## src/rtl/mc_controlpath_if.sv

```systemverilog
// mc_controlpath_if: control unit <-> datapath/memory signal bundle
interface mc_controlpath_if #(
  parameter int OPFN_W  = 5,
  parameter int ALUFN_W = 3,
  parameter int CNT_W   = 16
);
  logic [OPFN_W-1:0]  OpFn;
  logic               alu_zero;
  logic               mem_ready;
  logic               PCWrite;
  logic               IRWrite;
  logic               NIA;
  logic               RegDst;
  logic               RegWrite;
  logic               ALUSrc;
  logic               MemRead;
  logic               MemWrite;
  logic               MemToReg;
  logic [ALUFN_W-1:0] ALUFn;
  logic [2:0]         state;
  logic               err;
  logic [CNT_W-1:0]   retired;
  logic [CNT_W-1:0]   stalls;
  modport master (
    input  OpFn, alu_zero, mem_ready,
    output PCWrite, IRWrite, NIA, RegDst, RegWrite, ALUSrc, MemRead, MemWrite,
           MemToReg, ALUFn, state, err, retired, stalls
  );
  modport slave (
    output OpFn, alu_zero, mem_ready,
    input  PCWrite, IRWrite, NIA, RegDst, RegWrite, ALUSrc, MemRead, MemWrite,
           MemToReg, ALUFn, state, err, retired, stalls
  );
endinterface

```

## src/rtl/mc_controlpath.sv

```systemverilog
// mc_controlpath: multi-cycle FETCH/DECODE/EXEC/MEM/WB control unit; define MC_CTRL_PERFCNT_EN for retired/stalls counters
module mc_controlpath #(
  parameter int OPFN_W  = 5,
  parameter int ALUFN_W = 3,
  parameter int TIMEOUT = 15,
  parameter int CNT_W   = 16
) (
  input  logic              clk,
  input  logic              rst,
  mc_controlpath_if.master  bus
);
  localparam logic [2:0] S_FETCH  = 3'd0;
  localparam logic [2:0] S_DECODE = 3'd1;
  localparam logic [2:0] S_EXEC   = 3'd2;
  localparam logic [2:0] S_MEM    = 3'd3;
  localparam logic [2:0] S_WB     = 3'd4;
  localparam logic [2:0] S_ERR    = 3'd7;
  logic [2:0]         state_q, state_d;
  logic [OPFN_W-1:0]  op_q, op_d;
  logic [7:0]         wcnt_q, wcnt_d;
  logic [1:0]         cls_q, cls_in;
  logic [ALUFN_W-1:0] f_q, f_in;
  logic               illegal, is_load, is_store, is_beq, is_jump, in_mem, stall, pcw;
  assign cls_in   = bus.OpFn[OPFN_W-1 -: 2];
  assign f_in     = bus.OpFn[ALUFN_W-1:0];
  assign cls_q    = op_q[OPFN_W-1 -: 2];
  assign f_q      = op_q[ALUFN_W-1:0];
  assign illegal  = cls_in == 2'b11 && f_in > ALUFN_W'(1);
  assign is_load  = cls_q == 2'b10 && !f_q[0];
  assign is_store = cls_q == 2'b10 && f_q[0];
  assign is_beq   = cls_q == 2'b11 && f_q == ALUFN_W'(0);
  assign is_jump  = cls_q == 2'b11 && f_q == ALUFN_W'(1);
  assign in_mem   = state_q == S_MEM;
  assign stall    = in_mem && !bus.mem_ready;
  // next-state, opcode latch and MEM wait counter
  always_comb begin
    op_d    = state_q == S_DECODE ? bus.OpFn : op_q;
    wcnt_d  = stall ? wcnt_q + 8'd1 : 8'd0;
    state_d = state_q == S_FETCH  ? S_DECODE :
              state_q == S_DECODE ? (illegal ? S_ERR : S_EXEC) :
              state_q == S_EXEC   ? (cls_q[1] ? (cls_q[0] ? S_FETCH : S_MEM) : S_WB) :
              state_q == S_MEM    ? (bus.mem_ready ? (is_load ? S_WB : S_FETCH) :
                                     (wcnt_q == 8'(TIMEOUT - 1) ? S_ERR : S_MEM)) :
              state_q == S_WB     ? S_FETCH : S_ERR;
  end
  // state registers with synchronous active-low reset
  always_ff @(posedge clk) begin
    if (!rst) begin
      state_q <= S_FETCH;
      op_q    <= '0;
      wcnt_q  <= '0;
    end else begin
      state_q <= state_d;
      op_q    <= op_d;
      wcnt_q  <= wcnt_d;
    end
  end
  assign pcw          = (state_q == S_EXEC && cls_q == 2'b11) || (in_mem && bus.mem_ready && is_store) ||
                        state_q == S_WB;
  assign bus.PCWrite  = pcw;
  assign bus.IRWrite  = state_q == S_FETCH;
  assign bus.NIA      = state_q == S_EXEC && (is_jump || (is_beq && bus.alu_zero));
  assign bus.RegDst   = state_q == S_WB && cls_q == 2'b00;
  assign bus.RegWrite = state_q == S_WB;
  assign bus.ALUSrc   = state_q == S_EXEC && (cls_q == 2'b01 || cls_q == 2'b10);
  assign bus.MemRead  = in_mem && is_load;
  assign bus.MemWrite = in_mem && is_store;
  assign bus.MemToReg = state_q == S_WB && is_load;
  assign bus.ALUFn    = state_q != S_EXEC ? '0 : cls_q[1] ? ALUFN_W'(is_beq) : f_q;
  assign bus.state    = state_q;
  assign bus.err      = state_q == S_ERR;
`ifdef MC_CTRL_PERFCNT_EN
  logic [CNT_W-1:0] retired_q, retired_d, stalls_q, stalls_d;
  // performance counters, wrapping naturally
  always_comb begin
    retired_d = retired_q + CNT_W'(pcw);
    stalls_d  = stalls_q + CNT_W'(stall);
  end
  // counter registers
  always_ff @(posedge clk) begin
    if (!rst) begin
      retired_q <= '0;
      stalls_q  <= '0;
    end else begin
      retired_q <= retired_d;
      stalls_q  <= stalls_d;
    end
  end
  assign bus.retired = retired_q;
  assign bus.stalls  = stalls_q;
`else
  assign bus.retired = '0;
  assign bus.stalls  = '0;
`endif
endmodule

```

## src/flat_wrapper.sv

```systemverilog
// flat-port wrapper written by rule: the top's interface ports become plain ports
module mc_controlpath_flat 
#(
  parameter int OPFN_W  = 5,
  parameter int ALUFN_W = 3,
  parameter int TIMEOUT = 15,
  parameter int CNT_W   = 16
)
  (clk, rst, bus_OpFn, bus_alu_zero, bus_mem_ready, bus_PCWrite, bus_IRWrite, bus_NIA, bus_RegDst, bus_RegWrite, bus_ALUSrc, bus_MemRead, bus_MemWrite, bus_MemToReg, bus_ALUFn, bus_state, bus_err, bus_retired, bus_stalls);
  mc_controlpath_if #(.OPFN_W(OPFN_W), .ALUFN_W(ALUFN_W), .CNT_W(CNT_W)) bus_i ();
  input  logic clk;
  input  logic rst;
  input wire logic [$bits(bus_i.OpFn)-1:0] bus_OpFn;
  input wire logic [$bits(bus_i.alu_zero)-1:0] bus_alu_zero;
  input wire logic [$bits(bus_i.mem_ready)-1:0] bus_mem_ready;
  output wire logic [$bits(bus_i.PCWrite)-1:0] bus_PCWrite;
  output wire logic [$bits(bus_i.IRWrite)-1:0] bus_IRWrite;
  output wire logic [$bits(bus_i.NIA)-1:0] bus_NIA;
  output wire logic [$bits(bus_i.RegDst)-1:0] bus_RegDst;
  output wire logic [$bits(bus_i.RegWrite)-1:0] bus_RegWrite;
  output wire logic [$bits(bus_i.ALUSrc)-1:0] bus_ALUSrc;
  output wire logic [$bits(bus_i.MemRead)-1:0] bus_MemRead;
  output wire logic [$bits(bus_i.MemWrite)-1:0] bus_MemWrite;
  output wire logic [$bits(bus_i.MemToReg)-1:0] bus_MemToReg;
  output wire logic [$bits(bus_i.ALUFn)-1:0] bus_ALUFn;
  output wire logic [$bits(bus_i.state)-1:0] bus_state;
  output wire logic [$bits(bus_i.err)-1:0] bus_err;
  output wire logic [$bits(bus_i.retired)-1:0] bus_retired;
  output wire logic [$bits(bus_i.stalls)-1:0] bus_stalls;
  assign bus_i.OpFn = bus_OpFn;
  assign bus_i.alu_zero = bus_alu_zero;
  assign bus_i.mem_ready = bus_mem_ready;
  assign bus_PCWrite = bus_i.PCWrite;
  assign bus_IRWrite = bus_i.IRWrite;
  assign bus_NIA = bus_i.NIA;
  assign bus_RegDst = bus_i.RegDst;
  assign bus_RegWrite = bus_i.RegWrite;
  assign bus_ALUSrc = bus_i.ALUSrc;
  assign bus_MemRead = bus_i.MemRead;
  assign bus_MemWrite = bus_i.MemWrite;
  assign bus_MemToReg = bus_i.MemToReg;
  assign bus_ALUFn = bus_i.ALUFn;
  assign bus_state = bus_i.state;
  assign bus_err = bus_i.err;
  assign bus_retired = bus_i.retired;
  assign bus_stalls = bus_i.stalls;
  mc_controlpath #(.OPFN_W(OPFN_W), .ALUFN_W(ALUFN_W), .TIMEOUT(TIMEOUT), .CNT_W(CNT_W)) u_core (.clk(clk), .rst(rst), .bus(bus_i));
endmodule
```

## config.mk

```make
export PLATFORM = sky130hd
export DESIGN_NAME = mc_controlpath_flat
export DESIGN_NICKNAME = d
export VERILOG_FILES = /design/src/rtl/mc_controlpath_if.sv /design/src/rtl/mc_controlpath.sv /design/src/flat_wrapper.sv
export SDC_FILE = /design/constraint.sdc
export NUM_CORES = 1
export LEC_CHECK = 0
export ABC_AREA = 1
export BUFFER_PORTS_ARGS = -buffer_cell sky130_fd_sc_hd__buf_2
export CORE_ASPECT_RATIO = 0.8
export CORE_MARGIN = 8
export CORE_UTILIZATION = 42
export CTS_BUF_LIST = sky130_fd_sc_hd__clkbuf_8
export DETAILED_ROUTE_END_ITERATION = 16
export HOLD_SLACK_MARGIN = 0.03
export PLACE_DENSITY_LB_ADDON = 0.25
export REMOVE_ABC_BUFFERS = 1
export SETUP_SLACK_MARGIN = 0.5
export SLEW_MARGIN = 10
export SYNTH_ARGS = -nofsm -noshare
export SYNTH_HDL_FRONTEND = slang
export SYNTH_SLANG_ARGS = --single-unit
```

## constraint.sdc

```tcl
create_clock -name clk -period 1.2 [get_ports clk]
set_clock_uncertainty 0.15 [all_clocks]
set_input_delay 0.24 -clock clk [delete_from_list [all_inputs] [get_ports clk]]
set_output_delay 0.24 -clock clk [all_outputs]
set_load 0.01 [all_outputs]
```

==> results of run 1 <==
per-stage QoR:
stage,hold slack (ns),instance area (sq um)
2_1_floorplan,0.228,1000
3_3_place_gp,0.293,1380
3_5_place_dp,0.312,1380
4_1_cts,0.117,1790
5_1_grt,0.0979,2020
6_report,0.0822,2020
logic make-up after synthesis:
family	synth area share [%]
compound gates	10.4
xor+xnor	0.771
fa+ha+maj	5.51
buf+inv	29.7
flops	28.2
other cells	0.330
simple gates	25.1
how the worst min path moves through the flow:
| stage | end | slack, ns | cells past startpoint |
|---|---|---|---|
| after floorplan | u_core.op_q[0]$_SDFFE_PN0P_ | 0.23 | 2 |
| after global placement | u_core.wcnt_q[0]$_SDFF_PN0_ | 0.29 | 1 |
| after detailed placement | u_core.wcnt_q[0]$_SDFF_PN0_ | 0.31 | 1 |
| after CTS | u_core.op_q[0]$_SDFFE_PN0P_ | 0.12 | 3 |
| after global routing | u_core.op_q[0]$_SDFFE_PN0P_ | 0.1 | 3 |
| final | u_core.op_q[0]$_SDFFE_PN0P_ | 0.08 | 3 |
state kept, by name, summed over array words and instances, names as in the netlist:
name              count
u_core.wcnt_q         8
u_core.op_q           5
u_core.bus.state      3
layer usage:
layer	track usage (%)	vias up
met5	0	-
met4	4.48	0
met3	3.21	6
met2	26.9	51
met1	16.3	556
li1	-	584
critical path, cell delays in order (launching register included):
cell,delay [ns]
dfxtp_4,0.37
inv_4,0.07
ha_4,0.14
inv_4,0.04
nor3_4,0.16
nand2_1,0.10
nand3_2,0.08
buf_6,0.10
power by group:
part           leakage [nW]  switching [mW]  internal [mW]
sequential            0.134           0.139          0.672
clock                0.0288           0.198          0.291
combinational         0.751            1.39           1.49
timing repair:
action,in CTS,in global routing
gates cloned,0,1
pin swaps,18,16
resized for setup,80,44
setup buffers,8,7
hold buffers,0,0
setup endpoints to repair,32,32
final cells by class:
| class | instances | area, sq um | share of cell area [%] |
|---|---|---|---|
| inverters | 23 | 104 | 5.13 |
| well taps | 38 | 47.5 | 2.35 |
| clock buffers | 4 | 55.1 | 2.72 |
| repair buffers | 67 | 567 | 28.0 |
| repair inverters | 1 | 7.51 | 0.371 |
| multi-input cells | 118 | 905 | 44.7 |
| flip-flops and latches | 16 | 339 | 16.7 |
cells in the mapped netlist (2+ instances only):
cell type	count
nor3b_1	2
nand3_2	2
nor3_1	7
ha_1	5
inv_1	23
nor2_1	18
nand2_1	19
a21oi_1	8
nand3_1	7
o21ai_0	6
dfxtp_1	16
buf_4	32
==> impl_metrics.csv, run 1 <==
group,metric,value,unit
clocking,cts_tree,"built",
logic_synthesis,ys_ff_latch,16,
power,cellLeakagePower,0.914,nW
grt,grt_overflow,0,
clocking,clkLatencyLatePin,0.25,ns
clocking,cts_inserted_buffers,3,
die,chipWidth,74.2,um
final_layout,nNetsFinal,244,
route,wl_met3,330,um
clocking,path_clk_slew,0.07,ns
run_status,violations,"setup timing",
logic_synthesis,syn_avg_cell_area,7.15,sq um
logic_synthesis,ys_types,26,
setup_path,reg2reg_from,"u_core.bus.state[2]$_SDFF_PP0_",
power,vdd_drop_max,0.00127,V
setup_path,setup.worst_path.start,"u_core.op_q[3]$_SDFFE_PN0P_",
logic_synthesis,ys_seq_area_share,28.2,%
die,design.die.area,0.00464,sq mm
setup_path,worstRegToRegCells,10,
die,ios,57,
route,vias,1197,
sta,rsz0062_at_grt,"true",
setup_path,crit_end,"bus_PCWrite",
route,drtIter0Drc,35,
grt,grt_first_pass_wirelength,5.50,mm
power,power.total,4.18,mW
logic_synthesis,synth_edf_count,0,
final_layout,final_cells,267,
final_layout,layout_commonest_cell,"conb_1",
die,rows,17,
setup_path,required,0.81,ns
setup_path,r2r_end,"u_core.bus.state[2]$_SDFF_PP0_",
route,ant_nets,0,
logic_synthesis,netlist_top_cells_area,"dfxtp_1 (28%), buf_4 (21%), inv_1 (7.6%)",
logic_synthesis,yosys_warnings,0,
route,drc,0,
clocking,cts-root-buf,"clkbuf_8",
sta,max_freq,0.583,GHz
logic_synthesis,syn_inst,159,
sta,setup_tns,-9.12,ns
sta,fin_crit,1.72,ns
final_layout,layout_common_cells,"conb_1 (32), buf_6 (25), buf_4 (24), buf_2 (17), nand2_1 (14)",
final_layout,area_growth,78.2,%
clocking,cts_sinks,16,
final_layout,drive_gt1_share,61.6,%
place,place_congestion,0.830,
clocking,cts_max_path_buffers,2,
route,via_per_inst,4.48,
logic_synthesis,synth.largest_area_cell,"dfxtp_1",
sta,finalHoldViolCount,0,
power,p_per_area,2060,mW/mm^2
sta,slew_violations,0,
grt,grt_max_degree,10,
min_path,hold_path_class,"in -> reg",
sta,fin_crit_sh,143,%
grt,grt_use_total,14.8,%
flow_run,drv_cap,0,
place,io_buffers,24,
die,start_util,42.7,%
die,core,0.00266,sq mm
setup_path,endpoint_kind,"output pin",
grt,antenna_found_initial,0,
route,top_layer_used,"met4",
route,wl_per_cell,14.3,um
route,dr.pass1.iters,5,
final_layout,final_util,76.1,%
logic_synthesis,syn_area,0.00114,sq mm
logic_synthesis,synthArstFlopShare,0,%
logic_synthesis,synth_top_area_share,28.2,%
sta,worst_slack,-0.516,ns
logic_synthesis,synth_ff_type,"dfxtp_1",
final_layout,n_antenna_cell,0,
grt,grt_pass1_vias,1209,
setup_path,startpoint_type,"register",
setup_path,rrSetupSlack,-0.37,ns
route,routed-wl-met2,2.11,mm
setup_path,cp.arrival,1.33,ns
die,die_y,62.5,um
place,hpwl,2.33,mm
clocking,htree_num_levels,1,
final_layout,final.fill_count,175,
place,dp.cells,247,
route,wirelength,3.83,mm
run_status,status,"finished with violations",
place,post-place-ws,-0.311,ns
setup_path,crit_type,"reg -> out",
route,wl_met1,1.33,mm
min_path,hp-start,"rst",
setup_path,critPathMaxFanout,3,
sta,setup_viol,32,
Note: power is estimated with default switching activity, not from simulation.
==> run 2: changes to the inputs <==
Settings changed: CORE_ASPECT_RATIO 0.8 to 0.7.
==> run 2 against run 1 <==
Net effect:
- the flow still finishes with violations (setup timing)
- non-clock buffer count decreased by 3
- die area increased by 0.35%
- utilization increased by 0.77 points
- clock power about the same
- cell count decreased by 2.6%
- flip-flop and latch count unchanged
==> impl_metrics.csv, run 2 (synthesis results as in run 1) <==
group,metric,value,unit
sta,fin_crit,1.69,ns
setup_path,startpoint_type,"register",
power,p_per_area,2060,mW/mm^2
power,cellLeakagePower,0.894,nW
sta,max_freq,0.590,GHz
die,core,0.00251,sq mm
final_layout,layout_commonest_cell,"conb_1",
die,start_util,45.2,%
die,design.die.area,0.00465,sq mm
setup_path,setup.worst_path.start,"u_core.op_q[4]$_SDFFE_PN0P_",
final_layout,top_register,"u_core.wcnt_q",
setup_path,crit_type,"reg -> out",
route,drc,0,
route,vias,1221,
die,chipWidth,78.2,um
final_layout,drive_gt1_share,60.2,%
die,die_y,59.5,um
clocking,cts_sinks,16,
place,place_congestion,0.812,
clocking,htree_num_levels,1,
place,post-place-ws,-0.317,ns
sta,slew_violations,0,
final_layout,n_antenna_cell,0,
clocking,cts_max_path_buffers,2,
grt,grt_use_total,15.9,%
die,ios,57,
flow_run,drv_cap,0,
final_layout,area_growth,70.3,%
min_path,hold_path_class,"in -> reg",
sta,setup_viol,32,
clocking,cts_inserted_buffers,3,
route,wirelength,4.16,mm
grt,grt_pass1_vias,1250,
final_layout,final_cells,260,
grt,grt_overflow,0,
clocking,clkLatencyLatePin,0.25,ns
sta,fin_crit_sh,141,%
min_path,hp-start,"bus_OpFn[3]",
run_status,violations,"setup timing",
clocking,cts-root-buf,"clkbuf_8",
grt,grt_max_degree,10,
setup_path,endpoint_kind,"output pin",
setup_path,required,0.81,ns
clocking,cts_tree,"built",
route,ant_nets,0,
clocking,path_clk_slew,0.07,ns
final_layout,largest_register_ffs,8,
grt,grt_first_pass_wirelength,5.78,mm
setup_path,critPathMaxFanout,3,
place,io_buffers,24,
setup_path,cp.arrival,1.30,ns
power,vdd_drop_max,0.00134,V
route,dr.pass1.iters,4,
final_layout,layout_common_cells,"conb_1 (32), buf_6 (25), buf_4 (22), buf_2 (17), nand2_1 (14)",
sta,finalHoldViolCount,0,
route,drtIter0Drc,70,
place,dp.cells,243,
grt,antenna_found_initial,0,
setup_path,reg2reg_from,"u_core.bus.state[0]$_SDFF_PN0_",
die,rows,15,
place,hpwl,2.44,mm
sta,worst_slack,-0.495,ns
final_layout,nNetsFinal,241,
sta,rsz0062_at_grt,"true",
route,wl_per_cell,16.0,um
run_status,status,"finished with violations",
route,via_per_inst,4.70,
-- run 2: final cells by class --
cell class                      count  area [sq um]
Sequential cell                    16           342
Fill cell                         160           581
Tap cell                           34          42.5
Inverter                           23          96.3
Timing Repair Buffer               64           532
Timing Repair inverter              1          7.51
Clock buffer                        4          55.1
Multi-Input combinational cell    118           860
-- run 2: critical path: stages (launching register included) --
cell	delay, ns
dfxtp_4	0.39
buf_6	0.12
inv_4	0.04
ha_4	0.25
inv_2	0.04
nor2_2	0.08
buf_4	0.13
-- run 2: path summary, 6_finish.rpt --
check | endpoint | cells past startpoint | slack, ns
setup / recovery | bus_ALUSrc | 6 | -0.49
hold / removal | u_core.op_q[3]$_SDFFE_PN0P_ | 3 | 0.13
setup reg to reg | u_core.op_q[0]$_SDFFE_PN0P_ | 6 | -0.37
hold reg to reg | u_core.wcnt_q[0]$_SDFF_PN0_ | 1 | 0.28
-- run 2: what timing repair did --
action                                  in CTS  in global routing
cloned                                       1                  0
hold buffers                                 0                  0
buffers inserted                             7                  5
endpoints found under the setup margin      32                 32
pin swaps                                   16                 16
gates resized for setup                     90                 26
-- run 2: routing by layer --
metal  routed length, um  up-vias  track usage [%]
met5                   0        -                0
met1                1610      557             17.9
met4                 166        0             6.82
met2                1980       76             27.4
met3                 411       12             4.85
li1                    -      576                -
-- run 2: per-stage QoR --
| stage | total power [mW] | instance area [sq um] | util [%] | hold slack (ns) | setup TNS (ns) |
|---|---|---|---|---|---|
| after floorplan | 1.43 | 1000 | - | 0.228 | -2.36 |
| after global placement | 2.17 | 1370 | 54.6 | 0.291 | -4.04 |
| after detailed placement | 2.20 | 1370 | 54.6 | 0.305 | -4.66 |
| after CTS | 3.56 | 1800 | 71.5 | 0.117 | -8.27 |
| after global routing | 4.19 | 1930 | 76.9 | 0.136 | -11.17 |
| final | 3.99 | 1930 | 76.9 | 0.129 | -9.63 |
-- run 2: where the power goes --
group	total (mW)	internal, mW	switching, mW
combinational	2.64	1.31	1.33
clock	0.489	0.291	0.198
sequential	0.862	0.687	0.175
